## src/rtl/core_pkg.sv

```systemverilog
// Shared definitions for the register dump block: FSM states and word counts.
package core_pkg;

  typedef enum logic [2:0] {
    IDLE,
    PC_REQ,
    PC_CAP,
    RD_REQ,
    RD_CAP,
    SEND,
    DONE
  } dump_state_t;

  // Words in a full dump: the PC word plus 32 integer registers,
  // optionally followed by 32 FP registers.
  localparam int WORDS_INT = 33;
  localparam int WORDS_ALL = 65;

  // Register index of the final word; the PC word is not counted in idx.
  function automatic logic [5:0] last_idx(input int words_fp);
    int words;
    words = (words_fp != 0) ? WORDS_ALL : WORDS_INT;
    return 6'(words - 2);
  endfunction

endpackage

```

## src/rtl/word_ser.sv

```systemverilog
// Serializes one 32-bit word into four bytes, LSB first, over a valid/ready link.
module word_ser (
  input  logic        clk,
  input  logic        rstn,
  input  logic        load,
  input  logic [31:0] load_word,
  input  logic        tx_ready,
  output logic        tx_valid,
  output logic [7:0]  tx_data,
  output logic        word_sent
);

  logic [31:0] word;
  logic [1:0]  byte_cnt;
  logic        accept;

  assign accept    = tx_valid && tx_ready;
  assign word_sent = accept && (byte_cnt == 2'd3);
  assign tx_data   = word[{byte_cnt, 3'b000} +: 8];

  // Load a fresh word and hold each byte until the sink takes it.
  always_ff @(posedge clk or negedge rstn) begin
    if (!rstn) begin
      word     <= '0;
      byte_cnt <= '0;
      tx_valid <= 1'b0;
    end else if (load) begin
      word     <= load_word;
      byte_cnt <= '0;
      tx_valid <= 1'b1;
    end else if (accept) begin
      byte_cnt <= byte_cnt + 2'd1;
      if (byte_cnt == 2'd3) begin
        tx_valid <= 1'b0;
      end
    end
  end

endmodule

```

## src/rtl/reg_dump.sv

```systemverilog
// Dumps the PC and the register file(s) of a core as a byte stream.
module reg_dump
  import core_pkg::*;
#(
  parameter int WORDS_FP = 1
) (
  input  logic        clk,
  input  logic        rstn,
  input  logic        start,
  output logic        busy,
  output logic        done,
  output logic        pcread,
  input  logic [31:0] pc,
  output logic        rfmode,
  output logic [4:0]  rreg1,
  input  logic [31:0] reg_out1,
  output logic [7:0]  tx_data,
  output logic        tx_valid,
  input  logic        tx_ready
);

  localparam logic [5:0] LAST_IDX = last_idx(WORDS_FP);

  dump_state_t state;
  logic [5:0]  idx;
  logic        pc_word;
  logic        load;
  logic [31:0] load_word;
  logic        word_sent;

  assign load      = (state == PC_CAP) || (state == RD_CAP);
  assign load_word = (state == PC_CAP) ? pc : reg_out1;

  word_ser u_ser (
    .clk       (clk),
    .rstn      (rstn),
    .load      (load),
    .load_word (load_word),
    .tx_ready  (tx_ready),
    .tx_valid  (tx_valid),
    .tx_data   (tx_data),
    .word_sent (word_sent)
  );

  // Sequence PC capture, register reads and word sends; outputs are registered.
  always_ff @(posedge clk or negedge rstn) begin
    if (!rstn) begin
      state   <= IDLE;
      idx     <= '0;
      pc_word <= 1'b0;
      busy    <= 1'b0;
      done    <= 1'b0;
      pcread  <= 1'b0;
      rreg1   <= '0;
      rfmode  <= 1'b0;
    end else begin
      done   <= 1'b0;
      pcread <= 1'b0;
      case (state)
        IDLE: begin
          if (start) begin
            state   <= PC_REQ;
            busy    <= 1'b1;
            pcread  <= 1'b1;
            idx     <= '0;
            pc_word <= 1'b1;
          end
        end
        PC_REQ: state <= PC_CAP;
        PC_CAP: state <= SEND;
        RD_REQ: state <= RD_CAP;
        RD_CAP: begin
          state  <= SEND;
          rreg1  <= '0;
          rfmode <= 1'b0;
        end
        SEND: begin
          if (word_sent) begin
            if (pc_word) begin
              pc_word <= 1'b0;
              state   <= RD_REQ;
              rreg1   <= idx[4:0];
              rfmode  <= idx[5];
            end else if (idx == LAST_IDX) begin
              state <= DONE;
              done  <= 1'b1;
            end else begin
              idx    <= idx + 6'd1;
              state  <= RD_REQ;
              rreg1  <= 5'(idx + 6'd1);
              rfmode <= idx[5] | (&idx[4:0]);
            end
          end
        end
        DONE: begin
          busy  <= 1'b0;
          state <= IDLE;
        end
        default: state <= IDLE;
      endcase
    end
  end

endmodule

```

## config.mk

```make
export PLATFORM = sky130hd
export DESIGN_NAME = reg_dump
export DESIGN_NICKNAME = d
export VERILOG_FILES = /design/src/rtl/core_pkg.sv /design/src/rtl/word_ser.sv /design/src/rtl/reg_dump.sv
export SDC_FILE = /design/constraint.sdc
export NUM_CORES = 1
export LEC_CHECK = 0
export ABC_AREA = 1
export CAP_MARGIN = 0
export CORE_MARGIN = 2
export CORE_UTILIZATION = 34
export DETAILED_ROUTE_END_ITERATION = 16
export PLACE_DENSITY = 0.57
export SETUP_SLACK_MARGIN = 0.4
export SLEW_MARGIN = 20
export SYNTH_ARGS = -nofsm -noshare
export SYNTH_HDL_FRONTEND = slang
export SYNTH_SLANG_ARGS = --single-unit
```

## constraint.sdc

```tcl
create_clock -name clk -period 2.1 [get_ports clk]
set_input_delay 0.63 -clock clk [delete_from_list [all_inputs] [get_ports clk]]
set_output_delay 0.63 -clock clk [all_outputs]
set_load 0.03 [all_outputs]
```

==> results.toml, run 1 <==
[layout]
fin_area_um2 = 4521
nFillCells = 814
final_cell_mix = "66 x clkdlybuf4s50_1, 53 x nor2_1, 50 x dfrtp_1, 47 x nand3_1, 39 x nand2_1"
drive_gt1_share_pct = 26.10
final_common_cell = "clkdlybuf4s50_1"
nNetsFinal = 549
area_growth_pct = 52.32
diodes = 0
final_core_util_pct = 52.61
fin_cells = 587

[sta]
grt_setup_unrepaired = "yes"
hold-worst-slack_ns = 0.2935
finClkSkew_ns = 0.01197
maxSlewHeadroom_pct = 64.46
tns_ns = 0
fin_crit_ns = 2.068
max_freq_mhz = 483.5
worst_pin_slew_ns = 0.5332
post-route-period-util_pct = 98.48
drv_slew = 0
hold_violations = 0
setup_violations = 0
setup_slack_ns = 0.03184

[logic_synthesis]
seq_area_frac_synth_pct = 45.53
yosys_register_bits = 54
ys_types = 29
netlist_top_cells_area = "dfrtp_1 46%, nor2_1 8.3%, nand3_1 8.1%"
yosysWarnings = 0
synth_area_leader_cell = "dfrtp_1"
syn_area_um2 = 2968
synth_top_area_share_pct = 45.53
synthCells = 380
syn_nets = 451
avgSynthCellArea_um2 = 7.810

[worst_setup_path]
reg2reg_slack_ns = 0.46
path_class = "flip-flop to primary output"
arrival_ns = 1.44
max_stage_delay_ns = 0.41
crit_slowest_cell = "dfrtp_2"
path_max_fanout = 8
start_kind = "flip-flop"
cp-end-kind = "primary output"
crit_chain = "clkbuf_4, inv_6, o21ai_4, o22ai_4, buf_4"
required_ns = 1.47

[clock_network]
root_buffer = "clkbuf_8"
htreeDepth = 2
worstSkewPairLatency_ns = 0.31
ctsHoldBuffers = 0
path_clk_slew_ns = 0.10
clk_path_buf_depth = 2
numCtsBuffers = 5
cts_sinks = 54
cts_tree = "done"

[drt]
detail_route.wl_per_cell_um = 15.82
ant_nets = 0
vias_per_cell = 5.101
wl_um = 9286
dr.pass1.iters = 7
drc = 0
dr.first_iter.drc_count = 87
dr_total_vias = 2994

[die]
ios = 86
core_um2 = 8593
fp-row-count = 34
die_area_um2 = 9493
dieHeight_um = 97.43
fp.dieW_um = 97.43
start_util_pct = 34.54

[power_and_ir_drop]
ir_worst_vdd_mv = 0.4969
power_mw = 6.609
powerDensity_nw_per_um2 = 1462
p_leak_nw = 1.853

[global_routing]
grt_max_degree = 33
gr-total-overflow = 0
grt_pass1_wl_um = 15370
antenna_found_initial = 0
grt_pass1_vias = 3037
grt_usage_pct = 19.68

[placement]
placedInstanceArea_um2 = 4050
dp_cells = 567
port_buffers = 85
dpl.hpwl_um = 6504
gp_congestion = 0.8484
preCtsSetupSlack_ns = 0.05609

[outcome]
status = "completed"

[hold_path]
hp-class = "input pin to async pin"

[job]
drv_cap = 0
[cell families (layout without fill, tap and decap cells)]
family                     after synthesis  in the layout  share of synthesized area [%]
adders and majority gates                3              3                          1.265
xor gates and xnor gates                 2              2                         0.5903
buffers and inverters                   41            139                          6.619
DFF                                     54             54                          45.53
and+or+nand+nor                        177            178                          27.44
AOI/OAI and AO/OA                      103            103                          18.55
[flip-flops by register name (all words and copies together) (netlist names)]
register,count
busy,1
done,1
idx,6
pc_word,1
pcread,1
rfmode,1
rreg1,5
state,3
u_ser.byte_cnt,2
u_ser.tx_valid,1
u_ser.word,32
[path summary, 6_finish.rpt]
kind	from	end	cells past startpoint
max	u_ser.byte_cnt[1]	tx_data[1]	5
min	rstn	u_ser.word[17]	1
max reg2reg	state[2]	idx[2]	8
min reg2reg	rreg1[1]	rreg1[1]	2
max in group asynchronous	rstn	idx[0]	2
min in group clk	rreg1[1]	rreg1[1]	2
[critical path: cells and delay by family (launching register included)]
| family | cells | cell delay [ns] |
|---|---|---|
| buffers and inverters | 3 | 0.52 |
| flip-flops | 1 | 0.41 |
| AO/OA/AOI/OAI | 2 | 0.19 |
[power breakdown]
part | internal, mW | switching, mW | leakage [nW]
Clock | 0.357 | 0.332 | 0.0524
Combinational | 1.61 | 2.38 | 1.15
Sequential | 1.49 | 0.436 | 0.647
[cell usage after synthesis]
library cell	number
buf_12	1
nor2_1	66
buf_4	3
o21ai_0	47
clkinv_4	1
xor2_1	1
ha_1	3
nand2_2	9
xnor2_1	1
nand3_4	2
inv_1	17
nand3b_1	1
o21ai_2	6
o31ai_1	1
clkbuf_2	1
nor2_4	1
nand3_2	1
nor2_2	4
buf_2	7
dfrtp_1	54
nand4_1	2
nand2_1	42
nand3_1	48
o21ai_1	5
clkbuf_1	9
inv_2	2
a21oi_1	36
o22ai_1	8
nand2_4	1
[layer usage]
metal,GRT usage [%],vias to the layer above,share of wire [%]
met5,0,-,0
met4,2.885,0,0.31
met3,4.892,2,5.6
met2,32.47,76,48
met1,26.89,1432,46
li1,-,1484,-
[final cells by class]
class	count	area [um^2]	area share (%)
multi-input combinational	286	1737	38.42
sequential	54	1356	30.00
timing repair buffer	110	1072	23.72
tap	108	135.1	2.989
inverter	20	102.6	2.270
clock buffer	7	76.32	1.688
clock inverter	1	30.03	0.6643
timing repair inverter	1	11.26	0.2491
[what timing repair did]
action / in CTS / in global routing
resized for setup: 66 / 51
pin swaps: 4 / 7
cloned: 2 / 1
setup buffers: 2 / 7
setup endpoints to repair: 62 / 58
Power figures use the tool's default switching activity.
==> run 2: changes to the inputs <==
Settings changed: DONT_BUFFER_PORTS set to 1, PLACE_DENSITY 0.57 to 0.44.
==> results.toml, run 2 (synthesized netlist as in run 1, its figures left out) <==
[layout]
nNetsFinal = 457
diodes = 0
nFillCells = 900
final_common_cell = "nor2_1"
top_register = "u_ser.word"
largest_register_ffs = 32
reg.largest.list = "u_ser.word: 32 flops, idx: 6 flops, rreg1: 5 flops"
final_cell_mix = "65 x nor2_1, 51 x dfrtp_1, 47 x nand3_1, 42 x nand2_1, 36 x a21oi_1"
drive_gt1_share_pct = 17.83
final_core_util_pct = 40.03
area_growth_pct = 15.89

[worst_setup_path]
path_max_fanout = 13
arrival_ns = 1.32
reg2regPathDepth = 6
path_class = "flip-flop to primary output"
max_stage_delay_ns = 0.40
crit_slowest_cell = "dfrtp_1"
cp-end-kind = "primary output"
crit_chain = "buf_6, inv_8, nor2_1, o22ai_4"
critical-path-top-delay-family = "flip-flops"
crit_buf_inv = 2
cp.depth = 4
start_kind = "flip-flop"
required_ns = 1.47

[sta]
tns_ns = 0
post-route-period-util_pct = 92.73
maxSlewHeadroom_pct = 50.27
setup_slack_ns = 0.1527
worst_pin_slew_ns = 0.7435
finClkSkew_ns = 0.003148
hold-worst-slack_ns = 0.1473
drv_slew = 0
fin_crit_ns = 1.947
hold_violations = 0
grt_setup_unrepaired = "yes"
setup_violations = 0
max_freq_mhz = 513.5

[outcome]
status = "completed"

[power_and_ir_drop]
ir_worst_vdd_mv = 0.5056
powerDensity_nw_per_um2 = 1650
p_leak_nw = 1.432
power_mw = 5.676

[placement]
gp_congestion = 0.7691
port_buffers = 0
dpl.hpwl_um = 6150
preCtsSetupSlack_ns = 0.2978

[die]
start_util_pct = 34.54
fp.dieW_um = 97.43
core_um2 = 8593
fp-row-count = 34
ios = 86
die_area_um2 = 9493
dieHeight_um = 97.43

[drt]
drc = 0
dr.first_iter.drc_count = 96
dr_total_vias = 2554
wl_um = 8648
ant_nets = 0
vias_per_cell = 5.160
detail_route.wl_per_cell_um = 17.47
dr.pass1.iters = 4

[clock_network]
root_buffer = "clkbuf_8"
clk_path_buf_depth = 2
cts_sinks = 54
path_clk_slew_ns = 0.10
worstSkewPairLatency_ns = 0.30
cts_tree = "done"
numCtsBuffers = 5
htreeDepth = 2

[global_routing]
grt_pass1_wl_um = 13830
grt_pass1_vias = 2610
grt_max_degree = 35
gr-total-overflow = 0
antenna_found_initial = 0
grt_usage_pct = 18.43

[hold_path]
hp-class = "input pin to async pin"

[job]
drv_cap = 0
-- run 2: cell count changes in the layout (fill, tap and decap cells not counted), moves of 7 or more --
| cell | before | now |
|---|---|---|
| nor2_1 | 53 | 65 |
| buf_4 | 20 | 11 |
| nor2_2 | 13 | 3 |
| clkdlybuf4s50_1 | 66 | 0 |
| o21ai_2 | 15 | 8 |
| o21ai_1 | 6 | 19 |
| o21ai_4 | 7 | 0 |
-- run 2: layout make-up --
| cell class | instances | area (um^2) | share of cell area (%) |
|---|---|---|---|
| inverter | 20 | 87.58 | 2.546 |
| clock inverter | 2 | 37.54 | 1.091 |
| timing repair buffer | 18 | 176.4 | 5.129 |
| tap | 108 | 135.1 | 3.929 |
| multi-input combinational | 286 | 1567 | 45.54 |
| timing repair inverter | 1 | 8.758 | 0.2546 |
| sequential | 54 | 1355 | 39.40 |
| clock buffer | 6 | 72.57 | 2.110 |
-- run 2: layer usage --
| layer | wire length [um] | track usage, % |
|---|---|---|
| met5 | 0 | 0 |
| met4 | 72 | 4.274 |
| met3 | 497 | 4.676 |
| met2 | 4058 | 29.71 |
| met1 | 4020 | 25.06 |
-- run 2: power by group --
part	internal [mW]	switching (mW)
clock network	0.356	0.346
logic	1.02	2.00
registers	1.49	0.470
total	2.86	2.81
-- run 2: worst paths after layout --
| check | startpoint | end | slack, ns |
|---|---|---|---|
| setup reg to reg | state[2] | u_ser.word[6] | 0.54 |
| max in group asynchronous | rstn | u_ser.byte_cnt[1] | 0.76 |
| hold reg to reg | idx[1] | idx[1] | 0.55 |
| setup / recovery | u_ser.byte_cnt[0] | tx_data[4] | 0.15 |
| min in group clk | pc[2] | u_ser.word[2] | 0.47 |
| hold / removal | rstn | u_ser.word[5] | 0.15 |
-- run 2: what timing repair did --
action	4_1_cts	5_1_grt
cloned	1	1
setup buffers	3	3
resized for setup	19	11
pin swaps	4	2
setup endpoints to repair	8	26
endpoints found under the hold margin	32	15
hold buffers	2	1
-- run 2: per-stage QoR --
step | cell area, um^2 | instances
after floorplan | 3110 | 380
after global placement | 3167 | 476
after detailed placement | 3167 | 476
after CTS | 3361 | 490
after global routing | 3440 | 495
final | 3440 | 495
==> run 3: changes to the inputs <==
Settings changed: GPL_ROUTABILITY_DRIVEN set to 0, HOLD_SLACK_MARGIN set to 0.12.
==> results.toml, run 3 (synthesized netlist as in run 1, its figures left out) <==
[power_and_ir_drop]
p_leak_nw = 1.414
ir_worst_vdd_mv = 0.5075
powerDensity_nw_per_um2 = 1661

[drt]
drc = 0
dr_total_vias = 2529
dr_wl_met2_um = 3933
ant_nets = 0
top_layer_used = "met4"
dr.pass1.iters = 4
wl_um = 8465
wl_met3_um = 497
detail_route.wl_per_cell_um = 17.21
m1WireLength_um = 3927
vias_per_cell = 5.140
dr.first_iter.drc_count = 77

[clock_network]
root_buffer = "clkbuf_8"
cts_sinks = 54
path_clk_slew_ns = 0.10
worstSkewPairLatency_ns = 0.30
htreeDepth = 2
clk_path_buf_depth = 2
numCtsBuffers = 5
cts_tree = "done"

[layout]
largest_register_ffs = 32
fin_cells = 492
nFillCells = 904
seq_area_um2 = 1355
diodes = 0
multiInputGateArea_um2 = 1567
nNetsFinal = 454
top_register = "u_ser.word"
drive_gt1_share_pct = 17.71
final_cell_mix = "65 x nor2_1, 51 x dfrtp_1, 47 x nand3_1, 42 x nand2_1, 36 x a21oi_1"
final_common_cell = "nor2_1"
reg.largest.list = "u_ser.word: 32 flops, idx: 6 flops, rreg1: 5 flops"
area_growth_pct = 14.54
fin_area_um2 = 3400

[sta]
worst_pin_slew_ns = 0.3585
drv_slew = 0
maxSlewHeadroom_pct = 76.10
finClkSkew_ns = 0.004303
setup_violations = 0
grt_setup_unrepaired = "yes"
fin_crit_ns = 1.945
max_freq_mhz = 514.0
hold_violations = 0
post-route-period-util_pct = 92.64
tns_ns = 0

[worst_setup_path]
r2r_end = "u_ser.word[6]"
path_max_fanout = 13
worstSetupStartpoint = "u_ser.byte_cnt[0]"
start_kind = "flip-flop"
max_stage_delay_ns = 0.40
critical-path-top-delay-family = "flip-flops"
crit_buf_inv = 2
timing.rr.start = "state[2]"
crit_end = "tx_data[4]"
cp-end-kind = "primary output"
cp.depth = 4
path_class = "flip-flop to primary output"
crit_chain = "buf_6, inv_8, nor2_1, o22ai_4"
required_ns = 1.47
reg2regPathDepth = 6
reg2reg_slack_ns = 0.54
crit_slowest_cell = "dfrtp_1"
arrival_ns = 1.32

[job]
drv_cap = 0

[placement]
dpl.hpwl_um = 6150
dp_cells = 476
placedInstanceArea_um2 = 3167
port_buffers = 0

[die]
die_area_um2 = 9493
ios = 86
start_util_pct = 34.54
fp.dieW_um = 97.43
fp-row-count = 34
dieHeight_um = 97.43
core_um2 = 8593

[global_routing]
grt_max_degree = 55
gr-total-overflow = 0
grt_pass1_vias = 2589
antenna_found_initial = 0
grt_pass1_wl_um = 13610
grt_usage_pct = 18.05

[hold_path]
hp-class = "input pin to async pin"

[outcome]
status = "completed"
-- run 3: cell types whose count changed in the layout (fill, tap and decap cells not counted) --
cell	before	now
buf_12	2	1
dlygate4sd3_1	2	0
-- run 3: where the power goes --
| group | switching, mW | total (mW) | leakage [nW] | internal (mW) |
|---|---|---|---|---|
| sequential | 0.465 | 1.95 | 0.648 | 1.49 |
| combinational | 1.98 | 2.99 | 0.714 | 1.01 |
| clock | 0.348 | 0.705 | 0.0514 | 0.356 |
| total | 2.79 | 5.65 | 1.41 | 2.86 |
-- run 3: stage by stage --
step / total power, mW / hold WS [ns] / setup WS [ns] / utilization [%]
detailed placement: 4.809 / 0.3370 / 0.2978 / 36.85
finish: 5.648 / 0.009186 / 0.1545 / 39.56
CTS: 5.649 / -0.003265 / 0.1352 / 38.76
global route: 6.128 / -0.02424 / 0.08243 / 39.56
global placement: 4.783 / 0.3368 / 0.3395 / 36.85
floorplan: 4.241 / 0.3344 / 0.4378 / -
-- run 3: metal layers --
layer | track usage (%) | up-vias
met2 | 28.70 | 56
li1 | - | 1289
met3 | 4.892 | 6
met4 | 4.808 | 0
met5 | 0 | -
met1 | 24.42 | 1178
-- run 3: timing repair --
item,CTS,global route
gates cloned,1,1
endpoints found under the setup margin,8,26
gates resized for setup,19,11
pin swaps,4,2
buffers inserted,3,3
hold endpoints to repair,54,54
-- run 3: layout make-up --
cell class | count | area share, %
timing repair inverter | 1 | 0.2576
timing repair buffer | 15 | 4.012
clock buffer | 6 | 2.135
clock inverter | 2 | 1.104
multi-input combinational | 286 | 46.08
inverter | 20 | 2.576
tap | 108 | 3.975
sequential | 54 | 39.86
-- run 3: worst min path at each step --
| stage | from | endpoint | slack (ns) |
|---|---|---|---|
| final | rstn | u_ser.word[2] | 0.009 |
| after floorplan | rstn | busy | 0.33 |
| after global placement | rstn | u_ser.word[2] | 0.34 |
| after CTS | rstn | u_ser.word[10] | -0.003 |
| after global routing | rstn | u_ser.word[2] | -0.02 |
| after detailed placement | rstn | u_ser.word[3] | 0.34 |
==> variant 1, RTL diff (settings of run 2) <==
The 7 states of `dump_state_t` get a Gray code encoding in 3 bits.
--- a/src/rtl/core_pkg.sv
+++ b/src/rtl/core_pkg.sv
@@ -2,13 +2,13 @@
 package core_pkg;
 
   typedef enum logic [2:0] {
-    IDLE,
-    PC_REQ,
-    PC_CAP,
-    RD_REQ,
-    RD_CAP,
-    SEND,
-    DONE
+    IDLE   = 3'b000,
+    PC_REQ = 3'b001,
+    PC_CAP = 3'b011,
+    RD_REQ = 3'b010,
+    RD_CAP = 3'b110,
+    SEND   = 3'b111,
+    DONE   = 3'b101
   } dump_state_t;
 
   // Words in a full dump: the PC word plus 32 integer registers,
Formal check against the unedited RTL: no difference found for any inputs over 10 cycles, from zero or initial values and one cycle with rstn low; not proved beyond that.
==> variant 1 against run 2 <==
  * The flow now finishes with violations (negative hold slack)
  * Sequential cell count unchanged
  * Setup slack worse by 0.031 ns
  * First-iteration DRC count shrank 3.1%
  * Area after synthesis decreased by 3.9%
  * Sequential share of layout area increased by 1.4 points
  * Total power is 1.7% lower
  * Routed wire length decreased by 10%
  * Final area decreased by 3.4%
  * Synthesized cell count grew 0.53%
  * Register-to-register slack worse by 0.02 ns
==> variant 1: results (changes against run 2) <==
| Metric | Value |
|---|---|
| Power Density | `1680 nW/µm² (+1.8%)` |
| Number of global-route vias before repair | `2470 (-5.4%)` |
| Cts repair resizes | `28 (+9)` |
| Hold_ws | `-0.00232 ns (-0.150 ns)` |
| CP peak stage delay | `0.46 ns (+0.06 ns)` |
| Syn avg cell area | `7.47 µm² (-4.4%)` |
| Cells after DPL | `474 (-0.42%)` |
| WP data arrival | `1.35 ns (+0.03 ns)` |
| Sequential power | `0.00191 W (-3%)` |
| CP max FO | `8 (-5)` |
| First-pass GRT wire length | `12400 µm (-10%)` |
| Peak supply drop | `0.624 mV (+23%)` |
| Clk_skew | `0.0128 ns (+0.00964 ns)` |
| Synth area leaders | `dfrtp_1, nand2_1, nor2_1` |
| GRT Util Overall | `0.180 (-0.00454)` |
| Fin crit period | `1.98 ns (+0.0313 ns)` |
| Worst-Margin Slew | `0.345 ns (-0.398 ns)` |
| Post-Syn Nets | `453 (+0.44%)` |
| Post-Place Worst Slack | `0.286 ns (-0.0120 ns)` |
| Count of cell types in the netlist | `24 (-17%)` |
| Via/cell ratio | `5.06 (-2.0%)` |
| Pint | `0.00282 W (-1.4%)` |
| HPWL after detailed placement | `5520 µm (-10%)` |
| Failing checks | `negative hold slack` |
| Final non-filler cell total | `490 (-1.0%)` |
| GPL Wtd Cong | `0.815 (+5.9%)` |
| Post-synthesis sequential area ratio | `0.474 (+0.0184)` |
| Final Hold Fails | `11 (+11)` |
| Status | `finished with violations` |
| Largest net degree at the start of global routing | `68 (+94%)` |
| # fillers | `869 (-3.4%)` |
| Flop2flop setup slack | `0.52 ns (-0.02 ns)` |
| Gate power share | `0.552 (+0.021)` |
| Postcts setup bufs | `6 (+3)` |
| Final WL | `7790 µm (-10%)` |
-- variant 1: cell count changes after synthesis, sizes merged, moves of 2 or more --
| cell | before | now |
|---|---|---|
| buf | 11 | 13 |
| nor2 | 71 | 65 |
| o21ai | 58 | 23 |
| a31oi | 0 | 32 |
| nand3 | 51 | 12 |
| a211oi | 0 | 2 |
| nand2 | 52 | 133 |
| nor3 | 0 | 2 |
| a21oi | 36 | 2 |
-- variant 1: worst paths after layout --
path                       cells after the start         startpoint              to
hold reg to reg                                2             idx[5]          idx[5]
hold / removal                                 0               rstn  u_ser.word[18]
setup / recovery                               3  u_ser.byte_cnt[1]      tx_data[4]
min in group clk                               2              start          pcread
max in group asynchronous                      0               rstn          idx[1]
setup reg to reg                               8  u_ser.byte_cnt[0]        rreg1[0]
-- variant 1: cell type report --
| type | count | area [µm²] | share of cell area |
|---|---|---|---|
| clock buffers | 6 | 82.6 | 0.0249 |
| inverters | 19 | 83.8 | 0.0252 |
| multi-input cells | 288 | 1500 | 0.452 |
| repair buffers | 16 | 148 | 0.0444 |
| flip-flops and latches | 54 | 1360 | 0.408 |
| well taps | 105 | 131 | 0.0395 |
| repair inverters | 2 | 17.5 | 0.00527 |
-- variant 1: cells by family (layout without fill, tap and decap cells) --
logic type	Yosys count	after routing	share of synthesized area
compound gates	67	67	0.137
xor+xnor	2	2	0.00614
fa+ha+maj	3	3	0.0132
buf+inv	41	43	0.0640
flops	54	54	0.474
simple gates	215	216	0.306
-- variant 1: routing by layer --
layer / vias up / part of all wire / routed length (µm) / GRT usage
met5: - / 0 / 0 / 0
met4: 0 / 0.015 / 119 / 0.0417
met3: 12 / 0.054 / 419 / 0.0490
met2: 46 / 0.52 / 4030 / 0.327
met1: 1158 / 0.41 / 3210 / 0.209
li1: 1261 / - / - / -
==> variant 2, RTL diff (settings of run 2) <==
Made on the original files. Reset style: synchronous (`rstn`), changed in 2 clocked blocks.
--- a/src/rtl/word_ser.sv
+++ b/src/rtl/word_ser.sv
@@ -19,7 +19,7 @@
   assign tx_data   = word[{byte_cnt, 3'b000} +: 8];
 
   // Load a fresh word and hold each byte until the sink takes it.
-  always_ff @(posedge clk or negedge rstn) begin
+  always_ff @(posedge clk) begin
     if (!rstn) begin
       word     <= '0;
       byte_cnt <= '0;
--- a/src/rtl/reg_dump.sv
+++ b/src/rtl/reg_dump.sv
@@ -43,7 +43,7 @@
   );
 
   // Sequence PC capture, register reads and word sends; outputs are registered.
-  always_ff @(posedge clk or negedge rstn) begin
+  always_ff @(posedge clk) begin
     if (!rstn) begin
       state   <= IDLE;
       idx     <= '0;
Behaviour: differs if rstn is asserted again (counterexample within 4 cycles, from zero or initial values and one cycle with rstn low); with rstn held inactive, the same outputs for 10 cycles.
==> variant 2 against run 2 <==
  * Final area decreased by 2.5%
  * Non-clock buffer count shrank 4
  * Routed wire length down 15%
  * Die area fell by 5.0%
  * Area after synthesis shrank 5.2%
  * Count of clock-buffer cells in the layout down 1
  * Sequential cell count did not move
  * Critical path depth decreased by 1
  * Setup slack improved by 0.083 ns
  * Critical path type unchanged
  * Critical endpoint is now tx_data[7]
  * Highest routed layer unchanged
Power is not compared: it rests on default switching activity, and its combinational part moved more than twofold at a synthesized area within 25%.
==> variant 2: results (changes against run 2) <==
| Metric | Value |
|---|---|
| Worst-Margin Slew | `0.348 ns (-0.396 ns)` |
| M1 WL | `3890 µm (-3.3%)` |
| Post-Synth Adder-Cell Area | `0.0133 (+0.000692)` |
| CP max FO | `5 (-8)` |
| Largest net degree at the start of global routing | `67 (+91%)` |
| Synth Flop Type | `dfxtp_1` |
| First-pass GRT wire length | `11600 µm (-16%)` |
| Post-synthesis sequential area ratio | `0.384 (-0.0711)` |
| Asr flop ratio synth | `0 (-1.00)` |
| Number of global-route vias before repair | `2283 (-13%)` |
| Slowest cell on the critical path | `dfxtp_4` |
| Via/cell ratio | `5.00 (-3.1%)` |
| Met3 WL | `382 µm (-23%)` |
| Mux cell area share after synthesis | `0 (unchanged)` |
| Peak supply drop | `roughly 0.28 mV` |
| WP data arrival | `1.23 ns (-0.09 ns)` |
| Tightest Hold Check Type | `in -> reg` |
| Final WL | `7340 µm (-15%)` |
| Share of cells above drive strength 1 | `0.177 (-0.00126)` |
| Synth Area in Compound Gates | `0.273 (+0.0875)` |
| Routed wl met2 | `2990 µm (-26%)` |
| Fin crit period | `1.86 ns (-0.0832 ns)` |
| GR Layer Usage met2 | `0.235 (-0.0619)` |
| CP peak stage delay | `0.42 ns (+0.02 ns)` |
| GPL Wtd Cong | `0.799 (+3.9%)` |
| Grt met1 use | `0.249 (-0.00204)` |
| Synth area leaders | `dfxtp_1, a21oi_1, o21ai_0` |
| Post-synth top cells | `a21oi_1, nand2_1, dfxtp_1` |
| HPWL after detailed placement | `5120 µm (-17%)` |
| Iter 0 DRT Violations | `77 (-20%)` |
| Clk_skew | `0.00528 ns (+0.00213 ns)` |
| Post-Syn Nets | `492 (+9.1%)` |
| Status | `completed` |
| GRT Util Overall | `0.165 (-0.0194)` |
| Xor and xnor fraction of the mapped netlist area | `0.00934 (+0.00344)` |
-- variant 2: power groups by stage --
stage	Combinational, W	Sequential [W]	Clock (W)
finish	0.000719	0.00127	0.000702
global route	0.000808	0.00129	0.000771
CTS	0.000705	0.00127	0.000728
detailed placement	0.000629	0.00129	0
global placement	0.000626	0.00129	0
floorplan	0.000541	0.00125	0
-- variant 2: area by class of cell --
class	count	area, µm²
clock inverter	2	38.8
tap	105	131
multi-input combinational	287	1640
inverter	56	220
clock buffer	5	68.8
fill	865	4780
timing repair buffer	14	166
sequential	54	1090
-- variant 2: repair_timing --
action,in CTS,in global routing
setup buffers,4,4
gates cloned,0,1
resized for setup,54,12
pin swaps,10,6
setup endpoints to repair,19,27
hold endpoints to repair,0,0
-- variant 2: through the flow --
step,cells,area [µm²],utilization,worst slack (ns),total power [W]
5_1_grt,523,3350,0.412,0.173,0.00287
6_report,523,3350,0.412,0.236,0.00269
4_1_cts,518,3280,0.403,0.215,0.00270
3_3_place_gp,507,2960,0.363,0.266,0.00191
2_1_floorplan,421,2890,-,0.406,0.00179
3_5_place_dp,507,2960,0.363,0.238,0.00191
-- variant 2: cell families after synthesis --
family / after synthesis
adders and majority gates: 3
AOI/OAI and AO/OA: 144
xor gates and xnor gates: 3
DFF: 54
buffers and inverters: 81
and+or+nand+nor: 136
-- variant 2: path summary, 6_finish.rpt --
path	start	end	slack, ns	cells past startpoint
worst min register to register	u_ser.word[12]	u_ser.word[12]	0.47	2
worst max-delay path	u_ser.byte_cnt[0]	tx_data[7]	0.24	3
worst max register to register	u_ser.byte_cnt[0]	rreg1[1]	0.35	10
worst min-delay path	rstn	rreg1[2]	0.44	2
